**config.mk**
```make
export PLATFORM = sky130hd
export DESIGN_NAME = i2c_slave_regif
export DESIGN_NICKNAME = d
export VERILOG_FILES = /design/src/rtl/i2c_slave_regif.sv
export SDC_FILE = /design/constraint.sdc
export NUM_CORES = 1
export LEC_CHECK = 0
export ABC_AREA = 1
export ABC_CLOCK_PERIOD_IN_PS = 2200
export CORE_MARGIN = 10
export CORE_UTILIZATION = 50
export CTS_BUF_LIST = sky130_fd_sc_hd__clkbuf_2
export DETAILED_ROUTE_END_ITERATION = 16
export PLACE_DENSITY = 0.72
export SLEW_MARGIN = 0
export SYNTH_ARGS = -nofsm -noshare
export SYNTH_HDL_FRONTEND = slang
export SYNTH_SLANG_ARGS = --single-unit
```
**constraint.sdc**
```tcl
create_clock -name clk -period 2.2 [get_ports clk]
set_input_delay 0.66 -clock clk [delete_from_list [all_inputs] [get_ports clk]]
set_output_delay 0.66 -clock clk [all_outputs]
set_load 0.05 [all_outputs]
```
**src/rtl/i2c_slave_regif.sv**
```systemverilog
// rtl/i2c_slave_regif.sv - I2C target bridging register-pointer transactions to a register bank
`timescale 1ns/1ps
module i2c_slave_regif #(
  parameter logic [6:0] DEV_ADDR = 7'h48
) (
  input  logic       clk,
  input  logic       reset,
  input  logic       scl_in,
  input  logic       sda_in,
  output logic       sda_oe,
  output logic [7:0] reg_addr,
  input  logic [7:0] rd_data,
  output logic       rd_strobe,
  output logic       wr_en,
  output logic [7:0] wr_data,
  output logic       busy,
  output logic       stop_det,
  output logic       nack_rx
);

  typedef enum logic [3:0] {
    IDLE, ADDR, ADDR_ACK, PTR, PTR_ACK, WDATA, WDATA_ACK, RDATA, RDATA_ACK
  } state_t;

  logic [1:0] scl_sync_q, sda_sync_q;
  logic       scl_hist_q, sda_hist_q;
  logic       scl_s, sda_s;
  logic       scl_rise, scl_fall, sda_rise, sda_fall;
  logic       start_cond, stop_cond;

  state_t     state_q, state_d;
  logic [3:0] cnt_q, cnt_d;
  logic [6:0] rx_q, rx_d;
  logic [6:0] tx_q, tx_d;
  logic       rw_q, rw_d;
  logic       sda_oe_q, sda_oe_d;
  logic [7:0] reg_addr_q, reg_addr_d;
  logic [7:0] wr_data_q, wr_data_d;
  logic       wr_en_q, wr_en_d;
  logic       rd_strobe_q, rd_strobe_d;
  logic       busy_q, busy_d;
  logic       stop_det_q, stop_det_d;
  logic       nack_rx_q, nack_rx_d;
  logic [7:0] rx_byte;

  // Synchronizers idle high so reset never fabricates a bus edge.
  always_ff @(posedge clk or negedge reset) begin
    if (!reset) begin
      scl_sync_q <= 2'b11;
      sda_sync_q <= 2'b11;
      scl_hist_q <= 1'b1;
      sda_hist_q <= 1'b1;
    end else begin
      scl_sync_q <= {scl_sync_q[0], scl_in};
      sda_sync_q <= {sda_sync_q[0], sda_in};
      scl_hist_q <= scl_sync_q[1];
      sda_hist_q <= sda_sync_q[1];
    end
  end

  assign scl_s      = scl_sync_q[1];
  assign sda_s      = sda_sync_q[1];
  assign scl_rise   = scl_s & ~scl_hist_q;
  assign scl_fall   = ~scl_s & scl_hist_q;
  assign sda_rise   = sda_s & ~sda_hist_q;
  assign sda_fall   = ~sda_s & sda_hist_q;
  assign start_cond = sda_fall & scl_s;
  assign stop_cond  = sda_rise & scl_s;
  assign rx_byte    = {rx_q, sda_s};

  always_ff @(posedge clk or negedge reset) begin
    if (!reset) begin
      state_q     <= IDLE;
      cnt_q       <= 4'd0;
      rx_q        <= 7'd0;
      tx_q        <= 7'd0;
      rw_q        <= 1'b0;
      sda_oe_q    <= 1'b0;
      reg_addr_q  <= 8'd0;
      wr_data_q   <= 8'd0;
      wr_en_q     <= 1'b0;
      rd_strobe_q <= 1'b0;
      busy_q      <= 1'b0;
      stop_det_q  <= 1'b0;
      nack_rx_q   <= 1'b0;
    end else begin
      state_q     <= state_d;
      cnt_q       <= cnt_d;
      rx_q        <= rx_d;
      tx_q        <= tx_d;
      rw_q        <= rw_d;
      sda_oe_q    <= sda_oe_d;
      reg_addr_q  <= reg_addr_d;
      wr_data_q   <= wr_data_d;
      wr_en_q     <= wr_en_d;
      rd_strobe_q <= rd_strobe_d;
      busy_q      <= busy_d;
      stop_det_q  <= stop_det_d;
      nack_rx_q   <= nack_rx_d;
    end
  end

  // cnt_q == 8 marks "byte received, ACK pending on next scl_fall".
  always_comb begin
    state_d     = state_q;
    cnt_d       = cnt_q;
    rx_d        = rx_q;
    tx_d        = tx_q;
    rw_d        = rw_q;
    sda_oe_d    = sda_oe_q;
    reg_addr_d  = reg_addr_q;
    wr_data_d   = wr_data_q;
    wr_en_d     = 1'b0;
    rd_strobe_d = 1'b0;
    busy_d      = busy_q;
    stop_det_d  = 1'b0;
    nack_rx_d   = 1'b0;

    if (stop_cond) begin
      state_d    = IDLE;
      cnt_d      = 4'd0;
      sda_oe_d   = 1'b0;
      busy_d     = 1'b0;
      stop_det_d = 1'b1;
    end else if (start_cond) begin
      state_d  = ADDR;
      cnt_d    = 4'd0;
      sda_oe_d = 1'b0;
    end else begin
      case (state_q)
        IDLE: ;
        ADDR, PTR, WDATA: begin
          if (scl_rise && cnt_q < 4'd8) begin
            rx_d  = rx_byte[6:0];
            cnt_d = cnt_q + 4'd1;
            if (cnt_q == 4'd7) begin
              if (state_q == ADDR) begin
                if (rx_byte[7:1] == DEV_ADDR) begin
                  busy_d = 1'b1;
                  rw_d   = rx_byte[0];
                end else begin
                  state_d = IDLE;
                  cnt_d   = 4'd0;
                end
              end else if (state_q == PTR) begin
                reg_addr_d = rx_byte;
              end else begin
                wr_en_d   = 1'b1;
                wr_data_d = rx_byte;
              end
            end
          end else if (scl_fall && cnt_q == 4'd8) begin
            sda_oe_d = 1'b1;
            cnt_d    = 4'd0;
            state_d  = (state_q == ADDR) ? ADDR_ACK :
                       (state_q == PTR)  ? PTR_ACK  : WDATA_ACK;
          end
        end
        ADDR_ACK: begin
          if (scl_fall) begin
            cnt_d = 4'd0;
            if (rw_q) begin
              tx_d        = rd_data[6:0];
              rd_strobe_d = 1'b1;
              sda_oe_d    = ~rd_data[7];
              state_d     = RDATA;
            end else begin
              sda_oe_d = 1'b0;
              state_d  = PTR;
            end
          end
        end
        PTR_ACK: begin
          if (scl_fall) begin
            sda_oe_d = 1'b0;
            cnt_d    = 4'd0;
            state_d  = WDATA;
          end
        end
        WDATA_ACK: begin
          if (scl_fall) begin
            sda_oe_d   = 1'b0;
            cnt_d      = 4'd0;
            reg_addr_d = reg_addr_q + 8'd1;
            state_d    = WDATA;
          end
        end
        RDATA: begin
          if (scl_fall) begin
            if (cnt_q == 4'd7) begin
              sda_oe_d = 1'b0;
              cnt_d    = 4'd0;
              state_d  = RDATA_ACK;
            end else begin
              sda_oe_d = ~tx_q[6];
              tx_d     = {tx_q[5:0], 1'b0};
              cnt_d    = cnt_q + 4'd1;
            end
          end
        end
        RDATA_ACK: begin
          if (scl_rise && cnt_q == 4'd0) begin
            reg_addr_d = reg_addr_q + 8'd1;
            if (!sda_s) begin
              cnt_d = 4'd8;
            end else begin
              nack_rx_d = 1'b1;
              busy_d    = 1'b0;
              state_d   = IDLE;
            end
          end else if (scl_fall && cnt_q == 4'd8) begin
            tx_d        = rd_data[6:0];
            rd_strobe_d = 1'b1;
            sda_oe_d    = ~rd_data[7];
            cnt_d       = 4'd0;
            state_d     = RDATA;
          end
        end
        default: state_d = IDLE;
      endcase
    end
  end

  assign sda_oe    = sda_oe_q;
  assign reg_addr  = reg_addr_q;
  assign rd_strobe = rd_strobe_q;
  assign wr_en     = wr_en_q;
  assign wr_data   = wr_data_q;
  assign busy      = busy_q;
  assign stop_det  = stop_det_q;
  assign nack_rx   = nack_rx_q;

endmodule
```
# --- Yosys cells after proc, flatten, opt, wreduce, memory -nomap -nowiden ---
# Index checks and enable logic that the tools add are counted.
word_totals:
  reg_bits: 51
  inputBits: 12
  out_inout_bits: 22
op_classes:
  eq_ne: 47
  addsub: 2
  n_lt_le_gt_ge: 1
  reduce_logical: 22
  muxes: 86
  bitwise_logic: 16
ops:
  columns: ["operator", "count"]
  rows:
  - ["$mux 4", 26]
  - ["$mux 8", 6]
  - ["$mux 7", 6]
  - ["$mux 1", 38]
  - ["$ne 5x5->1 const B", 7]
  - ["$ne 4x4->1 const B", 7]
  - ["$ne 2x2->1 const B", 12]
  - ["$pmux 4 s6", 1]
  - ["$pmux 8 s3", 1]
  - ["$ne 3x3->1 const B", 7]
  - ["$pmux 7 s3", 1]
  - ["$eq 4x3->1 const B", 5]
  - ["$reduce_and 9->1", 2]
  - ["$pmux 4 s4", 1]
  - ["$reduce_and 8->1", 2]
  - ["$reduce_and 7->1", 2]
  - ["$reduce_and 11->1", 1]
  - ["$not 1->1", 10]
  - ["$reduce_bool 3->1", 3]
  - ["$add 8x1->8 const B", 1]
  - ["$eq 4x2->1 const B", 2]
  - ["$eq 4x4->1 const B", 2]
  - ["$logic_not 4->1", 2]
  - ["$ne 4x1->1 const B", 2]
  - ["16 further kinds", 27]

# --- Logic depth before layout (Yosys ltp) ---
logic_depth:
  word_depth: 8
  depth_mapped: 12
  depth_no_buf: 12

# --- Least setup slack after synthesis ---
# Ideal clock, no wire load.
synth_timing:
  kind: "reg2reg"
  startpoint: "register sda_sync_q[1]"
  endpoint: "register wr_data_q[6], in the netlist wr_data[6]"
  synth_period_minus_slack_ps: 1709
  arrival_time_ps: 1589
  setup_ps: 120
  slack_ps: 491
  stages_incl_launch_ff: 10
  t_required_ps: 2080
  path_cell_list: "dfstp_2 -> buf_4 -> inv_2 -> nand3_1 -> nand2_2 -> nor3_1 -> nand4_2 -> buf_6 -> nand2_1 -> o21ai_2"
synth_between:
  elab_chain_len: 5
  word_cells_on_any_way: 8
  classes_between: "7 x bitwise; 1 x reduce/logical"
synth_lines:
  columns: ["item", "line", "rtl"]
  rows:
  - ["start, declared", "25", "logic [1:0] scl_sync_q, sda_sync_q;"]
  - ["start signal, assigned", "55", "sda_sync_q <= {sda_sync_q[0], sda_in};"]
  - ["$not 1->1", "66", "assign sda_fall = ~sda_s & sda_hist_q;"]
  - ["$and 1x1->1", "66", null]
  - ["$and 1x1->1", "67", "assign start_cond = sda_fall & scl_s;"]
  - ["$not 1->1 (no source line)", null, null]
  - ["$reduce_and 7->1 (no source line) (*)", null, null]
  - ["end signal, assigned", "94", "wr_data_q <= wr_data_d;"]
  - ["end, declared", "38", "logic [7:0] wr_data_q, wr_data_d;"]
# Every way passes the cells marked *; elsewhere a longest branch is shown, timed or not.
# A chain may end at the register's enable or synchronous reset.

# --- Final worst setup path ---
layout_timing:
  startpoint: "register wr_data_q[0], in the netlist wr_data[0]"
  endpoint: "output port wr_data[0]"
layout_lines:
  columns: ["item", "line", "rtl"]
  rows:
  - ["end, declared", "15", "output logic [7:0] wr_data,"]
# No word-level cell between the ends.

==> summary.md <==
| Metric | Value |
|---|---|
| Later-pin clock latency in the skew report | 460 ps |
| Library cells used by synthesis | 32 |
| Async SR Flop Fraction | 1.00 |
| Pre-CTS setup slack | 311 ps |
| Clk root buf | clkbuf_2 |
| Cell with the most instances after synthesis | nand2_1 |
| Via count | 3,063 |
| CTS Buf Count | 5 |
| CP delay by family, top | buffers and inverters |
| Layout Nets | 509 |
| Setup TNS | 0 ps |
| Sequential area share after synthesis | 0.406 |
| Worst hold path type | input pin to asynchronous set/reset pin |
| Crit-path max cell delay | 530 ps |
| Crit-path cells | dlygate4sd2_1 |
| Final Hold Vio Count | 0 |
| Via density | 5.37 |
| Drt first pass iters | 5 |
| Unrepaired setup endpoints after global routing | no |
| Run status | finished, final reports clean |
| Congestion Overflow GR | 0 |
| Cell Pwr Density | 870 nW/um^2 |
| Period utilisation layout | 0.944 |
| Buffers & Inverters on Critical Path | 1 |
| Vias in the first global route | ~2.8k |
| Routed Antenna Nets | 0 |
| Core ar. | 6030 um^2 |
| Final instance area | around 3600 um^2 |
| Clock-pin slew on the worst setup and hold paths | between 200 and 300 ps |
| Pin count of the biggest net entering global routing | 52 |
| Initial Util | 0.525 |
| WP data arrival | roughly 1400 ps |
| IO Pins | 34 |
| CP Capture Type | output pin |
| GRT Resource Usage Total | 0.166 |
| CP Class | register to output pin |
| Total power | around 0.0032 W |
| Post-synth top cells | nand2_1 (162), nor2_1 (55), nand3_1 (50), dfrtp_1 (45), inv_1 (28) |
| Cells after Synth | 451 |
| Flop-to-flop setup slack | between 200 and 300 ps |
| Fillers | 613 |
| DRC Markers | 0 |
| Crit-path slowest cell | dlygate4sd2_1 |
| Die Height | around 100 um |
| Average size of a mapped cell | between 7 and 8 um^2 |
| Hold-fix buffers at CTS | 0 |
| FF-to-FF Start | sda_sync_q[1] |
| P&R area growth vs syn | 14.8% |
| First-pass GRT wire length | between 10 and 15 mm |
| Worst setup SP type | register |
| Worst-Margin Slew | 497 ps |
| Max-slew headroom | 0.670 |
| Fin crit period | 2080 ps |
| Crit path from | wr_data[0] |
| Slew Limit Fails | 0 |
| Post-Syn Area | 3160 um^2 |
| Max Cap Viol | 0 |
| Pleak | 1.92 nW |
| Skew final | around 15 ps |
| Final WL | 8.29 mm |
| Post-synth EDFFs | 0 |
| Initial antenna violation count | 0 |
| Longest Clk Path Bufs | 2 |
| Initial DRC count | 309 |
| Final setup violation count | 0 |
| #FFs+latches synth | 51 |
| Setup ws final | 123 ps |
| Post-synth net total | approximately 470 |
| Placed inst area | ~3600 um^2 |
| Std cell rows | 28 |
| H-tree Lvls | 2 |
| Buffers on Ports | 33 |
| Antenna cells | 0 |
| Crit Path Max Fanout | 2 |
| DP Wirelength | 6.32 mm |
| Total die area | 9910 um^2 |
| Clock Sinks | just over 50 |
| Fmax achieved | 481 MHz |
| Post-CTS setup buffers | 0 |
| Layout cells sized above 1 | 0.162 |
| Area leader, netlist | dfrtp_1 |
| Main synth FF type | dfrtp_1 |
| CTS tree | built |
| Routed wire length per instance | approximately 15 um |
| Yosys warns | 0 |
| Die X | 99.5 um |
| Req. time, crit path | 1540 ps |
| Yosys top cell area share | 0.356 |
| Peak supply drop | 0.000522 V |
| Area contributors post-synth | dfrtp_1 (36%), nand2_1 (19%), nand3_1 (7.9%), nor2_1 (6.5%), dfstp_2 (5.0%) |
| Gpl congestion | 0.959 |
## repair_timing
item                                    CTS  global route
hold endpoints to repair                  0             0
gates resized for setup                  11             0
endpoints found under the setup margin   11             0
## cell families (layout without fill, tap and decap cells)
group | Yosys count | count (layout) | synth area share
simple gates | 302 | 302 | 0.418
compound gates | 51 | 51 | 0.105
flops | 51 | 51 | 0.406
buf+inv | 44 | 88 | 0.0597
fa+ha+maj | 3 | 3 | 0.0119
## area by class of cell
| class | instances | area [um^2] | share of cell area |
|---|---|---|---|
| multi-input combinational | 356 | 1690 | 0.466 |
| sequential | 51 | 1280 | 0.354 |
| timing repair buffer | 43 | 372 | 0.102 |
| inverter | 37 | 139 | 0.0382 |
| tap | 75 | 93.8 | 0.0258 |
| clock inverter | 3 | 27.5 | 0.00758 |
| clock buffer | 5 | 25.0 | 0.00689 |
## power breakdown
group / switching (W) / internal, W
logic: 0.000981 / 0.000449
clock network: 0.000338 / 0.0000890
registers: 0.000184 / 0.00112
total: 0.00150 / 0.00166
## routing by layer
layer	GRT usage	wire length, um	up-vias
li1	-	-	1535
met1	0.241	4010	1409
met2	0.238	3600	112
met3	0.0388	614	7
met4	0.0441	68	0
met5	0	0	-
## cells in the final DEF (no fill, tap or decap), types with 7 or more instances in the layout
cell type,count
buf_4,20
clkdlybuf4s50_1,10
dfrtp_1,45
dlygate4sd2_1,11
inv_1,28
inv_2,9
nand2_1,162
nand2_2,8
nand3_1,50
nor2_1,55
nor2_2,7
o21ai_0,23
o21ai_2,8
## state kept, by name (all words and copies together), names as in the netlist
name        count
sda_oe          1
wr_en           1
scl_sync_q      2
busy            1
rd_strobe       1
stop_det        1
cnt_q           4
scl_hist_q      1
sda_sync_q      2
rw_q            1
sda_hist_q      1
wr_data         8
state_q         4
tx_q            7
rx_q            7
reg_addr        8
nack_rx         1
## worst paths after layout
check,end,depth (start not counted)
worst max register to register,state_q[3],8
min in group clk,scl_sync_q[1],0
worst max-delay path,wr_data[0],1
max in group asynchronous,sda_sync_q[1],2
worst min register to register,scl_sync_q[1],0
worst min-delay path,reg_addr[3],2
## stage by stage
step / util / hold WS (ps) / std cells
floorplan: - / 345 / 451
global placement: 0.596 / 346 / 562
detailed placement: 0.596 / 348 / 562
CTS: 0.603 / 112 / 570
global route: 0.603 / 93.8 / 570
finish: 0.603 / 114 / 570
No activity file was read; power rests on OpenSTA's default activity.
